**config.mk**
```make
export PLATFORM = sky130hd
export DESIGN_NAME = controlador_divisor
export DESIGN_NICKNAME = d
export VERILOG_FILES = /design/src/rtl/controlador_divisor_pkg.sv /design/src/rtl/prescaler_base.sv /design/src/rtl/controlador_divisor.sv
export SDC_FILE = /design/constraint.sdc
export NUM_CORES = 1
export LEC_CHECK = 0
export BUFFER_PORTS_ARGS = -buffer_cell sky130_fd_sc_hd__buf_2
export CORE_ASPECT_RATIO = 1.1
export CORE_UTILIZATION = 35
export CTS_CLUSTER_SIZE = 40
export DETAILED_ROUTE_END_ITERATION = 8
export GPL_ROUTABILITY_DRIVEN = 0
export SLEW_MARGIN = 20
export SYNTH_ARGS = -nofsm -noshare
export SYNTH_HDL_FRONTEND = slang
export SYNTH_SLANG_ARGS = --single-unit
```
**constraint.sdc**
```tcl
create_clock -name clki -period 2.7 [get_ports clki]
set_input_delay 0.27 -clock clki [delete_from_list [all_inputs] [get_ports clki]]
set_output_delay 0.27 -clock clki [all_outputs]
set_load 0.05 [all_outputs]
```
**src/rtl/controlador_divisor_pkg.sv**
```systemverilog
// Shared constants and types for the multi-channel tick controller.
// Holds the config FSM encoding, channel mode values and default sizing.
package controlador_divisor_pkg;

    localparam int unsigned NCH_DEF      = 4;
    localparam int unsigned WPER_DEF     = 16;
    localparam int unsigned DIV_BASE_DEF = 50000;

    typedef logic [0:0] estado_t;

    localparam estado_t ESPERA = 1'b0;
    localparam estado_t APLICA = 1'b1;

    localparam logic MODO_PERIODICO = 1'b0;
    localparam logic MODO_UNICO     = 1'b1;

    // Channel-select width; a single channel still gets a 1-bit select.
    function automatic int unsigned ancho_ch(input int unsigned n);
        return (n > 1) ? $clog2(n) : 1;
    endfunction

endpackage

```
**src/rtl/prescaler_base.sv**
```systemverilog
// Free-running base-tick prescaler: counts 0..DIV_BASE-1 while enabled.
// fin_c flags the wrap edge so channels can act in the same cycle tick is set.
module prescaler_base
    import controlador_divisor_pkg::*;
#(
    parameter int unsigned DIV_BASE = DIV_BASE_DEF
) (
    input  logic clki,
    input  logic rstn,
    input  logic habilita,
    output logic tick,
    output logic fin_c
);

    localparam int unsigned WCNT = $clog2(DIV_BASE);

    logic [WCNT-1:0] cuenta;

    assign fin_c = habilita && (cuenta == WCNT'(DIV_BASE - 1));

    always_ff @(posedge clki or negedge rstn) begin
        if (!rstn) begin
            cuenta <= '0;
            tick   <= 1'b0;
        end else begin
            tick <= fin_c;
            if (fin_c) begin
                cuenta <= '0;
            end else if (habilita) begin
                cuenta <= cuenta + WCNT'(1);
            end
        end
    end

endmodule

```
**src/rtl/controlador_divisor.sv**
```systemverilog
// NCH programmable tick channels driven by one shared base-tick prescaler.
// A two-state handshake latches a channel config and applies it the next cycle.
module controlador_divisor
    import controlador_divisor_pkg::*;
#(
    parameter  int unsigned NCH      = NCH_DEF,
    parameter  int unsigned DIV_BASE = DIV_BASE_DEF,
    parameter  int unsigned WPER     = WPER_DEF,
    localparam int unsigned WCH      = ancho_ch(NCH)
) (
    input  logic            clki,
    input  logic            rstn,
    input  logic            habilita,
    input  logic            cfg_valid,
    output logic            cfg_ready,
    input  logic [WCH-1:0]  cfg_ch,
    input  logic [WPER-1:0] cfg_periodo,
    input  logic            cfg_modo,
    output logic            tick_base,
    output logic [NCH-1:0]  tick,
    output logic [NCH-1:0]  ocupado
);

    estado_t         estado;
    estado_t         estado_sig;
    logic            acepta_c;
    logic            aplica_c;
    logic            fin_c;
    logic [WCH-1:0]  lat_ch;
    logic [WPER-1:0] lat_per;
    logic            lat_modo;

    prescaler_base #(
        .DIV_BASE (DIV_BASE)
    ) u_prescaler (
        .clki     (clki),
        .rstn     (rstn),
        .habilita (habilita),
        .tick     (tick_base),
        .fin_c    (fin_c)
    );

    always_ff @(posedge clki or negedge rstn) begin
        if (!rstn) begin
            estado <= ESPERA;
        end else begin
            estado <= estado_sig;
        end
    end

    always_comb begin
        estado_sig = estado;
        case (estado)
            ESPERA:  if (cfg_valid) estado_sig = APLICA;
            APLICA:  estado_sig = ESPERA;
            default: estado_sig = ESPERA;
        endcase
    end

    assign cfg_ready = (estado == ESPERA);
    assign acepta_c  = cfg_valid && cfg_ready;
    assign aplica_c  = (estado == APLICA);

    // Request is captured on acceptance and consumed on the APLICA edge.
    always_ff @(posedge clki or negedge rstn) begin
        if (!rstn) begin
            lat_ch   <= '0;
            lat_per  <= '0;
            lat_modo <= MODO_PERIODICO;
        end else if (acepta_c) begin
            lat_ch   <= cfg_ch;
            lat_per  <= cfg_periodo;
            lat_modo <= cfg_modo;
        end
    end

    for (genvar gi = 0; gi < NCH; gi++) begin : g_canal
        logic [WPER-1:0] cuenta;
        logic [WPER-1:0] periodo;
        logic            modo;
        logic            activo;
        logic            pulso;
        logic            sel_c;

        assign sel_c       = aplica_c && (lat_ch == WCH'(gi));
        assign tick[gi]    = pulso;
        assign ocupado[gi] = activo;

        // Configuration has priority over a coincident base tick.
        always_ff @(posedge clki or negedge rstn) begin
            if (!rstn) begin
                cuenta  <= '0;
                periodo <= '0;
                modo    <= MODO_PERIODICO;
                activo  <= 1'b0;
                pulso   <= 1'b0;
            end else begin
                pulso <= 1'b0;
                if (sel_c) begin
                    if (lat_per != '0) begin
                        cuenta  <= lat_per;
                        periodo <= lat_per;
                        modo    <= lat_modo;
                        activo  <= 1'b1;
                    end else begin
                        cuenta  <= '0;
                        activo  <= 1'b0;
                    end
                end else if (fin_c && activo) begin
                    if (cuenta == WPER'(1)) begin
                        pulso <= 1'b1;
                        if (modo == MODO_UNICO) begin
                            cuenta <= '0;
                            activo <= 1'b0;
                        end else begin
                            cuenta <= periodo;
                        end
                    end else begin
                        cuenta <= cuenta - WPER'(1);
                    end
                end
            end
        end
    end

endmodule

```
==> flow_metrics.py <==
metrics = {
    "power": {
        "cellPowerDensity_nw_per_um2": 926,
        "leakage_nw": 4.68,
        "power.share.switching_pct": 37.0,
        "cell_internal_pwr_mw": 6.33,
        "seqPwrFrac_pct": 45.6,
        "clockPowerShare_pct": 25.9,
        "irDropWorstVdd_mv": 0.406,
        "relative_contribution_of_combinational_cells_to_total_power_pct": 28.5,
        "netSwitchingPower_mw": 3.71,
    },
    "clocking": {
        "insertion_delay_ns": 0.45,
        "cts_buf_count": 17,
        "holdBufCountCts": 1,
        "clock_sinks": 177,
        "cts.htree.levels": 4,
        "cts_tree": "built",
        "postCtsResizedCells": 0,
        "post-cts-setup-buffers": 0,
        "max-clock-path-buffers": 2,
        "clk_transition_reported_paths_ns": 0.07,
        "clockRootBuffer": "sky130_fd_sc_hd__clkbuf_16",
    },
    "timing": {
        "setup_repair_after_global_routing_missed_its_margin": "no",
        "slew_headroom_pct": 52.1,
        "final.period_utilization_pct": 90.6,
        "clock_skew_after_layout_ns": 0.0171,
        "finalCriticalPeriod_ns": 2.45,
        "final-hold-violation-count": 0,
        "measured_slew_at_the_worst_slew_check_pin_ns": 0.713,
        "whs_ns": 0.0576,
        "setup_viol": 0,
        "peak_clock_frequency_supported_by_timing_mhz": 409,
        "slew_viol_final": 0,
        "accumulated_negative_setup_slack_ns": 0,
    },
    "detailed_routing": {
        "dr_wl_met3_um": 1150,
        "pre_antenna_drt_iters": 5,
        "dr_total_vias": 8191,
        "top_layer": "met4",
        "finalWirelength_um": 27400,
        "post-route-drc-count": 0,
        "initialDrtViolationCount": 664,
        "avgRoutedWirePerCell_um": 18.7,
        "drt-vias-per-instance": 5.59,
        "routedLengthMet1_um": 12100,
        "met2WireLength_um": 13100,
        "ant_nets": 0,
    },
    "logic_synthesis": {
        "yosysTopAreaCellShare_pct": 46.5,
        "ys_ff_latch": 177,
        "cells_after_synth": 1064,
        "synth_top_area_cell": "sky130_fd_sc_hd__dfrtp_1",
        "synth.top_cells.by_count": "204 x sky130_fd_sc_hd__nand2_1, 177 x sky130_fd_sc_hd__dfrtp_1, 79 x sky130_fd_sc_hd__nor2_1, 45 x sky130_fd_sc_hd__clkbuf_1, 41 x sky130_fd_sc_hd__a31oi_1",
        "yosysWarningCount": 0,
        "synth-edff-count": 0,
        "ys.flop_type": "sky130_fd_sc_hd__dfrtp_1",
        "synth.avg_cell_area_sq_um": 8.95,
        "synth_area_leaders": "sky130_fd_sc_hd__dfrtp_1 47%, sky130_fd_sc_hd__nand2_1 8.0%, sky130_fd_sc_hd__nor2_1 3.1%, sky130_fd_sc_hd__xnor2_1 2.9%, sky130_fd_sc_hd__a31oi_1 2.7%",
        "mappedNetlistArea_sq_um": 9520,
        "async_reset_ff_share_pct": 100,
        "yosys.cell_count.top_type": "sky130_fd_sc_hd__nand2_1",
        "synth_cell_type_count": 75,
        "synth_nets": 1096,
        "seq_area_frac_synth_pct": 46.5,
    },
    "cells_and_area": {
        "layout.nets": 1132,
        "utilization_pct": 41.1,
        "finalInstanceArea_sq_um": 10800,
        "fillCellCount": 2665,
        "final_layout_size_suffix_gt1_share_pct": 13.8,
        "flow.area_growth_from_synthesis_pct": 13.9,
        "instances_no_fill": 1465,
    },
    "global_routing": {
        "maximum_number_of_pins_on_one_net_before_global_route_repair": 75,
        "initial_antenna_violation_count": 1,
        "first_pass_grt_wire_length_um": 44800,
        "vias_in_the_first_global_route": 8043,
        "globalRouteOverflowTotal": 0,
        "grt_usage_pct": 20.4,
    },
    "die": {
        "rows": 62,
        "fp.dieArea_sq_um": 27900,
        "boundaryPins": 33,
        "core_region_area_sq_um": 26400,
        "die_h_um": 175,
        "die_w_um": 159,
        "starting_density_of_the_core_pct": 36.1,
    },
    "hold_path": {
        "hp-class": "primary input to register",
        "hold_depth": 2,
    },
    "critical_path": {
        "crit_slowest_cell": "sky130_fd_sc_hd__and4_1",
        "capture_point_of_the_worst_path": "g_canal[0].cuenta[0]$_DFFE_PN0P_",
        "largest_fanout_on_the_critical_path": 15,
        "critical_path_class": "register to register",
        "worst_r2r_path_depth": 6,
        "crit_buf_inv": 1,
        "worst_setup_path_start_kind": "register",
        "rrSetupSlack_ns": 0.25,
        "crit_path_max_incr_delay_ns": 0.54,
        "worst_ep_arrival_time_ns": 2.81,
        "worstPathRequired_ns": 3.06,
        "crit-reg2reg-launch": "u_prescaler.cuenta[13]$_DFFE_PN0P_",
        "worstPathCellList": "nor4b_1, and4_1, a21o_1, buf_4, nor2_1, a31oi_1",
        "critical_path.top_delay_family": "simple AND/OR/NAND/NOR gates",
        "r2r_end": "g_canal[0].cuenta[0]$_DFFE_PN0P_",
        "worst_setup_startpoint": "u_prescaler.cuenta[13]$_DFFE_PN0P_",
        "end_kind": "register",
        "critical_path_depth": 6,
    },
    "run": {
        "max_cap_viol_count": 0,
    },
    "place": {
        "dp.final_hpwl_um": 19100,
        "dpl_cell_area_sq_um": 10200,
        "place.detailed.instances": 1432,
        "port_buffers": 32,
    },
    "outcome": {
        "status": "finished, final reports clean",
    },
}
## state kept, by name, summed over array words and instances (netlist names)
signal,flops
u_prescaler.cuenta,16
lat_per,16
g_canal.cuenta,64
g_canal.activo,4
g_canal.periodo,64
g_canal.pulso,4
lat_ch,2
u_prescaler.tick,1
lat_modo,1
aplica_c,1
g_canal.modo,4
## worst min-delay path by stage
stage | start | to | slack, ns
CTS | cfg_periodo[8] | lat_per[8]$_DFFE_PN0P_ | 0.05
global placement | rstn | g_canal[2].cuenta[9]$_DFFE_PN0P_ | 0.34
finish | cfg_periodo[8] | lat_per[8]$_DFFE_PN0P_ | 0.06
floorplan | rstn | aplica_c$_DFF_PN0_ | -0.03
detailed placement | rstn | g_canal[2].cuenta[10]$_DFFE_PN0P_ | 0.34
global route | cfg_ch[1] | lat_ch[1]$_DFFE_PN0P_ | 0.06
## cell usage in the layout, fill, tap and decap left out, types with 8 or more instances in the layout
master / instances
sky130_fd_sc_hd__o31ai_1: 14
sky130_fd_sc_hd__o211ai_1: 8
sky130_fd_sc_hd__mux2_2: 21
sky130_fd_sc_hd__nor3b_1: 14
sky130_fd_sc_hd__nand4_1: 16
sky130_fd_sc_hd__clkbuf_16: 17
sky130_fd_sc_hd__inv_1: 25
sky130_fd_sc_hd__xor2_1: 11
sky130_fd_sc_hd__a21oi_1: 39
sky130_fd_sc_hd__a31oi_1: 41
sky130_fd_sc_hd__and2_1: 9
sky130_fd_sc_hd__nand2_1: 204
sky130_fd_sc_hd__buf_4: 53
sky130_fd_sc_hd__ha_1: 9
sky130_fd_sc_hd__buf_2: 31
sky130_fd_sc_hd__nor3_1: 27
sky130_fd_sc_hd__o21ai_1: 13
sky130_fd_sc_hd__o21ai_0: 40
sky130_fd_sc_hd__nor2_1: 79
sky130_fd_sc_hd__nor4_1: 16
sky130_fd_sc_hd__o2bb2ai_1: 10
sky130_fd_sc_hd__nand3_1: 39
sky130_fd_sc_hd__dfrtp_1: 177
sky130_fd_sc_hd__and3_1: 19
sky130_fd_sc_hd__xnor2_1: 31
sky130_fd_sc_hd__or4_1: 9
## power by group through the flow
stage          sequential (mW)  clock (mW)  combinational (mW)
4_1_cts                   4.56        2.63                2.87
3_3_place_gp              4.58           0                2.81
2_1_floorplan             4.23           0                2.31
5_1_grt                   4.72        2.74                3.24
3_5_place_dp              4.59           0                2.87
6_report                  4.58        2.60                2.87
## metrics by stage
stage / power [mW] / worst slack [ns]
finish: 10.0 / 0.254
global route: 10.7 / 0.0404
CTS: 10.1 / 0.285
detailed placement: 7.45 / 0.294
global placement: 7.40 / 0.372
floorplan: 6.54 / 0.687
## worst reg2reg max path: stages (launching register included)
cell,delay (ns)
sky130_fd_sc_hd__dfrtp_1,0.43
sky130_fd_sc_hd__nor4b_1,0.44
sky130_fd_sc_hd__and4_1,0.54
sky130_fd_sc_hd__a21o_1,0.50
sky130_fd_sc_hd__buf_4,0.27
sky130_fd_sc_hd__nor2_1,0.06
sky130_fd_sc_hd__a31oi_1,0.13
## logic make-up after synthesis
group,count (synthesis),share of synthesized area (%)
compound gates,226,15.4
buf+inv,95,4.36
simple gates,492,25.9
xor+xnor,42,3.86
flops,177,46.5
mux,23,2.69
fa+ha+maj,9,1.18
## layer usage
layer | global-route usage (%) | vias up
met1 | 26.8 | 4014
met4 | 9.58 | 0
met3 | 2.73 | 53
met2 | 33.5 | 244
met5 | 0 | -
li1 | - | 3880
## layout make-up
class | instances | area (sq um) | share of cell area, %
Clock buffer | 19 | 443 | 4.09
Tap cell | 352 | 440 | 4.06
Multi-Input combinational cell | 792 | 4680 | 43.1
Inverter | 25 | 93.8 | 0.866
Sequential cell | 177 | 4430 | 40.9
Timing Repair Buffer | 87 | 597 | 5.51
Antenna cell | 1 | 2.50 | 0.0231
Clock inverter | 12 | 158 | 1.45
(Power assumes the default switching activity.)
